--- config.mk ---
export PLATFORM = sky130hd
export DESIGN_NAME = sine_tone_sequencer
export DESIGN_NICKNAME = d
export VERILOG_FILES = /design/src/rtl/sine_seq_pkg.sv /design/src/rtl/sine_seq_table.sv /design/src/rtl/sine_tone_sequencer.sv
export SDC_FILE = /design/constraint.sdc
export NUM_CORES = 1
export LEC_CHECK = 0
export ABC_AREA = 1
export CAP_MARGIN = 10
export CELL_PAD_IN_SITES_DETAIL_PLACEMENT = 1
export CELL_PAD_IN_SITES_GLOBAL_PLACEMENT = 1
export CORE_MARGIN = 2
export CORE_UTILIZATION = 47
export DETAILED_ROUTE_END_ITERATION = 8
export PLACE_DENSITY = 0.94
export SYNTH_ARGS = -nofsm -noshare
export SYNTH_HDL_FRONTEND = slang
export SYNTH_SLANG_ARGS = --single-unit
export TNS_END_PERCENT = 1
--- constraint.sdc ---
create_clock -name Clk -period 4.8 [get_ports Clk]
set_input_delay 1.44 -clock Clk [delete_from_list [all_inputs] [get_ports Clk]]
set_output_delay 1.44 -clock Clk [all_outputs]
set_load 0.01 [all_outputs]
--- src/rtl/sine_seq_pkg.sv ---
// Shared definitions for the sine tone sequencer.
//   state_t          : sequencer FSM states
//   HA_*             : host register addresses
//   SA_*             : sine generator register addresses
//   RUN_IRQ / OFF    : generator control words (run + irq enable / stopped)
//   clamp_len()      : limits a host LEN write to the table depth
package sine_seq_pkg;

  typedef enum logic [2:0] {
    S_IDLE,
    S_LOAD_STEP,
    S_ENABLE,
    S_WAIT_IRQ,
    S_ACK_READ,
    S_ACK_CLEAR,
    S_NEXT,
    S_STOP_WR
  } state_t;

  localparam logic [3:0] HA_CTRL   = 4'd0;
  localparam logic [3:0] HA_STATUS = 4'd1;
  localparam logic [3:0] HA_CLEAR  = 4'd2;
  localparam logic [3:0] HA_LEN    = 4'd3;
  localparam logic [3:0] HA_LAST   = 4'd4;

  localparam logic [1:0] SA_STEP   = 2'd0;
  localparam logic [1:0] SA_CTRL   = 2'd1;
  localparam logic [1:0] SA_CLEAR  = 2'd2;
  localparam logic [1:0] SA_STATUS = 2'd3;

  localparam logic [31:0] RUN_IRQ = 32'd3;
  localparam logic [31:0] OFF     = 32'd0;

  function automatic logic [3:0] clamp_len(input logic [31:0] value, input int depth);
    if (value > 32'(depth)) return 4'(depth);
    return value[3:0];
  endfunction

endpackage

--- src/rtl/sine_seq_table.sv ---
// Tone table: DEPTH x 32-bit entries, {duration[31:16], step[15:0]}.
//   clk, rst_n : clock, async active-low reset (entries clear to 0)
//   we, waddr, wdata : host write port
//   haddr, hdata     : host asynchronous read port
//   idx, entry       : sequencer asynchronous read port
module sine_seq_table
  import sine_seq_pkg::*;
#(
  parameter int DEPTH = 8,
  localparam int AW = $clog2(DEPTH)
) (
  input  logic          clk,
  input  logic          rst_n,
  input  logic          we,
  input  logic [AW-1:0] waddr,
  input  logic [31:0]   wdata,
  input  logic [AW-1:0] haddr,
  output logic [31:0]   hdata,
  input  logic [AW-1:0] idx,
  output logic [31:0]   entry
);

  logic [31:0] mem [DEPTH];

  always_ff @(posedge clk or negedge rst_n) begin
    if (!rst_n) begin
      for (int i = 0; i < DEPTH; i++) mem[i] <= '0;
    end else if (we) begin
      mem[waddr] <= wdata;
    end
  end

  assign hdata = mem[haddr];
  assign entry = mem[idx];

endmodule

--- src/rtl/sine_tone_sequencer.sv ---
// Plays up to DEPTH (step, duration) tones on the sine generator by mastering
// its 4-register slave port, counting generator period interrupts per entry.
//
// Build option: SEQ_LOOP_EN -- implements the CTRL.LOOP bit (wrap to entry 0
// after the last entry). Undefined: LOOP reads 0 and the run always ends.
//
// Ports:
//   Clk, ResetN                         : clock, async active-low reset
//   ChipSelect/Write/Read/Address/WriteData/ReadData : host slave port
//   irq                                 : sequence-done interrupt (DONE & IRQ_EN)
//   sw_ChipSelect/sw_Write/sw_Read/sw_Address/sw_WriteData/sw_ReadData : generator master port
//   sw_irq                              : generator period interrupt
//
// state       | meaning
// IDLE        | waiting for START
// LOAD_STEP   | write entry step to generator, load period counter
// ENABLE      | start generator with irq enabled (first entry only)
// WAIT_IRQ    | waiting for a generator period interrupt
// ACK_READ    | read generator status
// ACK_CLEAR   | clear generator interrupt
// NEXT        | count the period, then continue / advance / wrap / finish
// STOP_WR     | stop the generator
module sine_tone_sequencer
  import sine_seq_pkg::*;
#(
  parameter int DEPTH  = 8,
  parameter int STEP_W = 16,
  parameter int DUR_W  = 16
) (
  input  logic        Clk,
  input  logic        ResetN,
  input  logic        ChipSelect,
  input  logic        Write,
  input  logic        Read,
  input  logic [3:0]  Address,
  input  logic [31:0] WriteData,
  output logic [31:0] ReadData,
  output logic        irq,
  output logic        sw_ChipSelect,
  output logic        sw_Write,
  output logic        sw_Read,
  output logic [1:0]  sw_Address,
  output logic [31:0] sw_WriteData,
  input  logic [31:0] sw_ReadData,
  input  logic        sw_irq
);

  localparam int AW = $clog2(DEPTH);

  state_t             state, state_nxt;
  logic [3:0]         len;
  logic               irq_en, loop_en, done, first, stop_pend, rd_pend;
  logic [2:0]         idx;
  logic [DUR_W-1:0]   cnt, cnt_dec, dur;
  logic [STEP_W-1:0]  step;
  logic [31:0]        last, entry, tbl_rd, rd_mux;
  logic               host_wr, host_rd, wr_ctrl, start_req, stop_req, busy, launch, idx_last;

  assign host_wr   = ChipSelect & Write;
  assign host_rd   = ChipSelect & Read;
  assign wr_ctrl   = host_wr && (Address == HA_CTRL);
  // STOP wins over a simultaneous START
  assign start_req = wr_ctrl & WriteData[0] & ~WriteData[1];
  assign stop_req  = wr_ctrl & WriteData[1];
  assign busy      = (state != S_IDLE);
  assign launch    = (state == S_IDLE) && start_req && (len != 4'd0);
  assign step      = entry[STEP_W-1:0];
  assign dur       = entry[STEP_W +: DUR_W];
  assign cnt_dec   = cnt - DUR_W'(1);
  assign idx_last  = (({1'b0, idx} + 4'd1) >= len);
  assign irq       = done & irq_en;

  sine_seq_table #(.DEPTH(DEPTH)) u_table (
    .clk   (Clk),
    .rst_n (ResetN),
    .we    (host_wr & Address[3]),
    .waddr (Address[AW-1:0]),
    .wdata (WriteData),
    .haddr (Address[AW-1:0]),
    .hdata (tbl_rd),
    .idx   (idx[AW-1:0]),
    .entry (entry)
  );

`ifdef SEQ_LOOP_EN
  always_ff @(posedge Clk or negedge ResetN) begin
    if (!ResetN)      loop_en <= 1'b0;
    else if (wr_ctrl) loop_en <= WriteData[2];
  end
`else
  assign loop_en = 1'b0;
`endif

  always_comb begin
    state_nxt     = state;
    sw_ChipSelect = 1'b0;
    sw_Write      = 1'b0;
    sw_Read       = 1'b0;
    sw_Address    = '0;
    sw_WriteData  = '0;
    case (state)
      S_IDLE:      if (launch) state_nxt = S_LOAD_STEP;
      S_LOAD_STEP: begin
        sw_ChipSelect = 1'b1;
        sw_Write      = 1'b1;
        sw_Address    = SA_STEP;
        sw_WriteData  = 32'(step);
        state_nxt     = first ? S_ENABLE : S_WAIT_IRQ;
      end
      S_ENABLE: begin
        sw_ChipSelect = 1'b1;
        sw_Write      = 1'b1;
        sw_Address    = SA_CTRL;
        sw_WriteData  = RUN_IRQ;
        state_nxt     = S_WAIT_IRQ;
      end
      S_WAIT_IRQ:  if (sw_irq) state_nxt = S_ACK_READ;
      S_ACK_READ: begin
        sw_ChipSelect = 1'b1;
        sw_Read       = 1'b1;
        sw_Address    = SA_STATUS;
        state_nxt     = S_ACK_CLEAR;
      end
      S_ACK_CLEAR: begin
        sw_ChipSelect = 1'b1;
        sw_Write      = 1'b1;
        sw_Address    = SA_CLEAR;
        sw_WriteData  = 32'd1;
        state_nxt     = S_NEXT;
      end
      S_NEXT: begin
        if (cnt_dec != '0)  state_nxt = S_WAIT_IRQ;
        else if (!idx_last) state_nxt = S_LOAD_STEP;
        else if (loop_en)   state_nxt = S_LOAD_STEP;
        else                state_nxt = S_STOP_WR;
      end
      S_STOP_WR: begin
        sw_ChipSelect = 1'b1;
        sw_Write      = 1'b1;
        sw_Address    = SA_CTRL;
        sw_WriteData  = OFF;
        state_nxt     = S_IDLE;
      end
      default:     state_nxt = S_IDLE;
    endcase
    // a pending host STOP diverts whatever transition comes next
    if (stop_pend && busy && (state != S_STOP_WR)) state_nxt = S_STOP_WR;
  end

  always_comb begin
    rd_mux = '0;
    if (Address[3]) begin
      rd_mux = tbl_rd;
    end else begin
      case (Address)
        HA_CTRL:   rd_mux = {28'd0, irq_en, loop_en, 2'b00};
        HA_STATUS: begin
          rd_mux[0]     = busy;
          rd_mux[1]     = done;
          rd_mux[6:4]   = idx;
          rd_mux[31:16] = 16'(cnt);
        end
        HA_LEN:    rd_mux = 32'(len);
        HA_LAST:   rd_mux = last;
        default:   rd_mux = '0;
      endcase
    end
  end

  always_ff @(posedge Clk or negedge ResetN) begin
    if (!ResetN) begin
      state     <= S_IDLE;
      len       <= '0;
      irq_en    <= 1'b0;
      done      <= 1'b0;
      first     <= 1'b0;
      stop_pend <= 1'b0;
      rd_pend   <= 1'b0;
      idx       <= '0;
      cnt       <= '0;
      last      <= '0;
      ReadData  <= '0;
    end else begin
      state     <= state_nxt;
      rd_pend   <= (state == S_ACK_READ);
      stop_pend <= (stop_pend | (stop_req & busy)) & (state != S_STOP_WR);
      if (rd_pend) last     <= sw_ReadData;
      if (host_rd) ReadData <= rd_mux;
      if (wr_ctrl) irq_en   <= WriteData[3];
      if (host_wr && (Address == HA_LEN)) len <= clamp_len(WriteData, DEPTH);
      if (host_wr && (Address == HA_CLEAR) && WriteData[0]) done <= 1'b0;
      if (launch) begin
        idx   <= '0;
        done  <= 1'b0;
        first <= 1'b1;
      end
      if (state == S_LOAD_STEP) begin
        cnt   <= (dur == '0) ? DUR_W'(1) : dur;
        first <= 1'b0;
      end
      if (state == S_NEXT) begin
        cnt <= cnt_dec;
        if (state_nxt == S_LOAD_STEP) idx <= idx_last ? 3'd0 : idx + 3'd1;
        if ((state_nxt == S_STOP_WR) && !stop_pend) done <= 1'b1;
      end
    end
  end

endmodule

==> results of run 1 <==
-- cells in the final DEF (no fill, tap or decap), types with 4 or more instances in the layout --
| master | count |
|---|---|
| a21oi_1 | 202 |
| a221oi_1 | 18 |
| a31oi_1 | 29 |
| buf_12 | 6 |
| buf_4 | 51 |
| clkbuf_1 | 9 |
| clkbuf_16 | 42 |
| clkbuf_8 | 11 |
| clkdlybuf4s50_1 | 125 |
| conb_1 | 16 |
| dfrtp_1 | 349 |
| ha_1 | 7 |
| inv_1 | 207 |
| inv_2 | 11 |
| mux2_2 | 22 |
| nand2_1 | 482 |
| nand2_2 | 4 |
| nand3_1 | 57 |
| nand4_1 | 10 |
| nor2_1 | 184 |
| nor2_2 | 10 |
| nor2_4 | 10 |
| nor3_1 | 10 |
| nor4_1 | 6 |
| o2111ai_1 | 14 |
| o211ai_1 | 24 |
| o21a_1 | 6 |
| o21ai_0 | 467 |
| o21ai_1 | 11 |
| o221ai_1 | 10 |
| o22ai_1 | 25 |
-- worst min-delay path, cell delays in order (launching register included) --
cell,delay (ns)
dfrtp_1,0.34
nand2_1,0.05
o21ai_0,0.06
-- routing by layer --
layer / wire [um] / vias up
met5: 54 / -
met4: 5390 / 8
met3: 9150 / 512
met2: 35900 / 1436
met1: 28100 / 9632
li1: - / 8057
-- power by group --
part           internal [mW]  switching (mW)  total, mW  leakage, nW
Sequential              3.68           0.585       4.27         4.30
Combinational           1.19            2.39       3.58         4.64
Clock                   1.93            1.31       3.24        0.668
Total                   6.80            4.28       11.1         9.61
-- cells by family after synthesis --
| family | count (synthesis) | synth area share (%) |
|---|---|---|
| AOI/OAI and AO/OA | 814 | 24.0 |
| and+or+nand+nor | 781 | 17.5 |
| buffers and inverters | 383 | 8.56 |
| DFF | 351 | 48.0 |
| muxes | 22 | 1.35 |
| adders and majority gates | 7 | 0.478 |
| xor gates and xnor gates | 2 | 0.0957 |
| other | 1 | 0.0205 |
-- registers in the layout, summed over array words and instances (netlist names) --
| signal | count |
|---|---|
| ReadData | 32 |
| rd_pend | 1 |
| first | 1 |
| len | 4 |
| state | 3 |
| last | 32 |
| stop_pend | 1 |
| irq_en | 1 |
| idx | 3 |
| cnt | 16 |
| u_table.mem | 256 |
| done | 1 |
-- how the worst max path moves through the flow --
stage,start,endpoint,cells after the start
2_1_floorplan,idx[0]$_DFF_PN0_,sw_WriteData[3],9
6_report,idx[0]$_DFF_PN0_,sw_WriteData[3],6
3_3_place_gp,Address[2],ReadData[19]$_DFFE_PN0P_,11
3_5_place_dp,Address[2],ReadData[18]$_DFFE_PN0P_,11
4_1_cts,idx[0]$_DFF_PN0_,sw_WriteData[3],6
5_1_grt,idx[0]$_DFF_PN0_,sw_WriteData[15],6
-- cell type report --
| class | count | area, um2 |
|---|---|---|
| fill | 4708 | 17100 |
| timing repair buffer | 184 | 1770 |
| clock inverter | 8 | 129 |
| antenna | 2 | 5.00 |
| sequential | 351 | 8790 |
| clock buffer | 62 | 1240 |
| inverter | 219 | 822 |
| tap | 518 | 648 |
| multi-input combinational | 1642 | 8030 |
==> impl_metrics.json, run 1 <==
{
  "status": "complete, no violations",
  "grt_pass1_vias": 21000,
  "crit_family": "buffers and inverters",
  "grt.busiest_layer": "met2",
  "io_buffers": 127,
  "yosysSeqAreaShare_pct": 48.0,
  "grt.total_usage_pct": 38.5,
  "r2r_end": "idx[1]$_DFF_PN0_",
  "whs_endpoint": "u_table.mem[47]$_DFFE_PN0P_",
  "crit_chain": "inv_2 -> nor2_1 -> o211ai_1 -> nand2_1 -> a31oi_1 -> clkdlybuf4s50_1",
  "h-tree-depth": 2,
  "layout_setup_ws_ns": 0.187,
  "ir_worst_vdd_v": 0.000270,
  "synth-seq-cells": 351,
  "crit_type": "reg2out",
  "totalWireLength_mm": 78.5,
  "r2r_slack_ns": 1.41,
  "tns_ns": 0,
  "critPathMaxFanout": 55,
  "final_antenna_net_count": 0,
  "required_ns": 3.36,
  "hpwl_mm": 48.0,
  "slew_viol_final": 0,
  "drive_above_1_share_pct": 7.46,
  "cts_sinks": 351,
  "postCtsSetupRepairBufs": 0,
  "ys.flop_type": "dfrtp_1",
  "met2_usage_pct": 60.3,
  "drv_cap": 0,
  "start_util_pct": 47.5,
  "place_ws_ns": 0.638,
  "netlist_instances": 2361,
  "hp-class": "reg2reg",
  "clk_latency_ns": 0.56,
  "holdCritStartpoint": "u_table.mem[47]$_DFFE_PN0P_",
  "nets": 2519,
  "syn_area_um2": 18300,
  "power.total_mw": 11.1,
  "power_density_nw_per_um2": 517,
  "ctsHoldBuffers": 0,
  "synth_top_cell_by_area": "dfrtp_1",
  "async_flop_share_pct": 100,
  "area_delta_synth_final_pct": 17.1,
  "post_cts_resized": 0,
  "yosysTopAreaCellShare_pct": 48.0,
  "fin_cells": 2986,
  "yosysMostFrequentCell": "nand2_1",
  "cts-buffers-inserted": 40,
  "dpl-instance-area_um2": 20100,
  "worstSetupStartpointType": "flop",
  "fin_crit_ns": 4.61,
  "finalCritPeriodShare_pct": 96.1,
  "post-route-util_pct": 55.6,
  "max-slew-margin-rel_pct": 26.1,
  "fp-row-count": 72,
  "finalSetupViolations": 0,
  "r2r_start": "idx[2]$_DFF_PN0_",
  "vias": 19600,
  "antenna_found_initial": 5,
  "holdPathStages": 2,
  "drcViolationCount": 0,
  "grt_use_met3_pct": 11.3,
  "synth_top_cells_by_count": "nand2_1, o21ai_0, dfrtp_1",
  "ys_types": 43,
  "clk_path_buf_depth": 3,
  "leakage_nw": 9.61,
  "ioPinCount": 144,
  "cts_root_buf": "clkbuf_16",
  "dr.pass1.iters": 6,
  "critPathCaptureType": "output pin",
  "postSynthAreaPerCell_um2": 7.75,
  "fin_worst_skew_ns": 0.0266,
  "critPathBufInv": 2,
  "worst_pin_slew_ns": 1.11,
  "core_area_um2": 38600,
  "cp.arrival_ns": 3.17,
  "synth-edff-count": 0,
  "die_h_um": 201,
  "wl_per_cell_um": 26.3,
  "dpl.cell_count": 2914,
  "hold-worst-slack_ns": 0.494,
  "clk_pin_slew_ns": 0.06,
  "first_iter_violations": 2098,
  "reg2reg_depth": 12,
  "max_freq_mhz": 217,
  "die_w_um": 201,
  "cts_tree": "done",
  "slowest_stage": "inv_2",
  "grt_max_degree": 176,
  "max_stage_delay_ns": 0.72,
  "grt_setup_unrepaired": "no",
  "final_area_um2": 21400,
  "viasPerCell": 6.58,
  "hold_viol_final": 0,
  "place_congestion": 0.962,
  "grt-ovfl-total": 0,
  "fp.dieArea_um2": 40500,
  "grt_pass1_wl_mm": 121,
  "met1_usage_pct": 46.2,
  "yosysWarnings": 0,
  "synth_area_leaders": "dfrtp_1, o21ai_0, nand2_1, a21oi_1, inv_1"
}
Power figures use the tool's default switching activity.
==> inputs of run 2 (changes only) <==
CTS_CLUSTER_DIAMETER = 60   (was not set)
==> run 2 against run 1 <==
Net effect:
- clock power about the same
- critical path depth up 1
- combinational power about the same
- die area is the same
- worst setup slack gained 0.026 ns
- non-clock buffer count stayed put
- largest power group unchanged
- final area hardly changed
- critical endpoint is now sw_WriteData[5]
- routed wire length is 2.1% higher
- first-iteration DRC count up 13%
- utilization hardly changed
- sequential power about the same
- clock skew rose by 0.0097 ns
==> impl_metrics.json, run 2 (synthesis results as in run 1) <==
{
  "critPathCaptureType": "output pin",
  "tns_ns": 0,
  "critPathBufInv": 4,
  "vias": 19700,
  "clk_latency_ns": 0.61,
  "nets": 2521,
  "power.total_mw": 11.1,
  "slew_viol_final": 0,
  "ioPinCount": 144,
  "start_util_pct": 47.5,
  "crit_type": "reg2out",
  "fin_crit_ns": 4.59,
  "drive_above_1_share_pct": 7.73,
  "hold_viol_final": 0,
  "slowest_stage": "clkdlybuf4s50_1",
  "ctsHoldBuffers": 0,
  "dpl.cell_count": 2914,
  "grt.total_usage_pct": 39.2,
  "fin_cells": 2988,
  "die_w_um": 201,
  "clk_path_buf_depth": 3,
  "ir_worst_vdd_v": 0.000274,
  "grt-ovfl-total": 0,
  "hp-class": "reg2reg",
  "drcViolationCount": 0,
  "required_ns": 3.36,
  "drv_cap": 0,
  "totalWireLength_mm": 80.1,
  "largest_register_ffs": 256,
  "ff_latch_area_um2": 8790,
  "cts_sinks": 351,
  "max_freq_mhz": 218,
  "grt_setup_unrepaired": "no",
  "final_cell_mix": "nand2_1, o21ai_0, dfrtp_1",
  "first_iter_violations": 2362,
  "cts-buffers-inserted": 42,
  "grt_pass1_wl_mm": 123,
  "fin_worst_skew_ns": 0.0363,
  "max_stage_delay_ns": 0.62,
  "fp-row-count": 72,
  "finalCritPeriodShare_pct": 95.6,
  "clk_pin_slew_ns": 0.06,
  "crit_chain": "buf_4 -> clkinv_1 -> buf_4 -> o21ai_0 -> a21oi_1 -> a311oi_1 -> clkdlybuf4s50_1",
  "fp.dieArea_um2": 40500,
  "cts_tree": "done",
  "worst_pin_slew_ns": 1.11,
  "finalSetupViolations": 0,
  "mostFrequentLayoutCell": "nand2_1",
  "regMostFlops": "u_table.mem",
  "hpwl_mm": 48.0,
  "status": "complete, no violations",
  "antenna_cells": 0,
  "wl_per_cell_um": 26.8,
  "io_buffers": 127,
  "cp.arrival_ns": 3.15,
  "viasPerCell": 6.61,
  "grt_pass1_vias": 21200,
  "power_density_nw_per_um2": 520,
  "area_delta_synth_final_pct": 17.1,
  "final_antenna_net_count": 0,
  "die_h_um": 201,
  "core_area_um2": 38600,
  "postCtsSetupRepairBufs": 0,
  "fill_cells": 4698,
  "max-slew-margin-rel_pct": 25.7,
  "multi_input_area_um2": 8030,
  "cp_common_cell": "buf_4",
  "crit_family": "buffers and inverters",
  "critPathMaxFanout": 33,
  "leakage_nw": 9.62,
  "cts_root_buf": "clkbuf_16",
  "dr.pass1.iters": 5,
  "worstSetupStartpointType": "flop",
  "antenna_found_initial": 8,
  "place_congestion": 0.962,
  "post-route-util_pct": 55.6,
  "reg.largest.list": "u_table.mem: 256 flops, ReadData: 32 flops, last: 32 flops",
  "post_cts_resized": 0,
  "hold-worst-slack_ns": 0.492,
  "h-tree-depth": 2,
  "grt_max_degree": 176
}
-- run 2: cell count changes in the layout (fill, tap and decap cells not counted), moves of 2 or more --
| cell | delta |
|---|---|
| diode_2 | -2 |
| clkbuf_1 | -3 |
| inv_6 | +2 |
| bufinv_16 | -2 |
| clkinv_2 | +5 |
-- run 2: power breakdown --
group / total [mW] / switching, mW / internal, mW / leakage, nW
sequential: 4.28 / 0.601 / 3.68 / 4.30
clock: 3.26 / 1.39 / 1.87 / 0.681
combinational: 3.60 / 2.41 / 1.19 / 4.64
-- run 2: area by class of cell --
cell class | instances | share of cell area (%)
clock buffers | 60 | 5.83
clock inverters | 14 | 0.572
inverters | 219 | 3.85
multi-input cells | 1642 | 37.5
flip-flops and latches | 351 | 41.0
well taps | 518 | 3.02
repair buffers | 184 | 8.28
-- run 2: path summary, 6_finish.rpt --
path	start	end	slack [ns]	depth (start not counted)
max	idx[2]$_DFF_PN0_	sw_WriteData[5]	0.21	7
min	u_table.mem[47]$_DFFE_PN0P_	u_table.mem[47]$_DFFE_PN0P_	0.49	2
max reg2reg	idx[2]$_DFF_PN0_	idx[1]$_DFF_PN0_	1.40	12
min reg2reg	u_table.mem[47]$_DFFE_PN0P_	u_table.mem[47]$_DFFE_PN0P_	0.49	2
max in group asynchronous	ResetN	u_table.mem[219]$_DFFE_PN0P_	2.67	2
min in group asynchronous	ResetN	last[10]$_DFFE_PN0P_	0.99	1
-- run 2: per-stage QoR --
stage	instance area (um2)	setup WS [ns]
after floorplan	18400	1.68
after global placement	20100	0.857
after detailed placement	20100	0.638
after global routing	21400	0.0851
final	21400	0.213
after CTS	21400	0.201
-- run 2: per-layer routing --
metal | GRT usage (%) | wire length, um | up-vias
li1 | - | - | 8050
met1 | 46.9 | 28500 | 9658
met2 | 62.1 | 36900 | 1501
met3 | 12.0 | 9230 | 526
met4 | 24.5 | 5450 | 12
met5 | 0 | 78 | -
-- run 2: tightest hold or removal path, stage by stage (launching register included) --
cell and delay [ns]:
dfrtp_1 0.34, nand2_1 0.05, o21ai_0 0.06
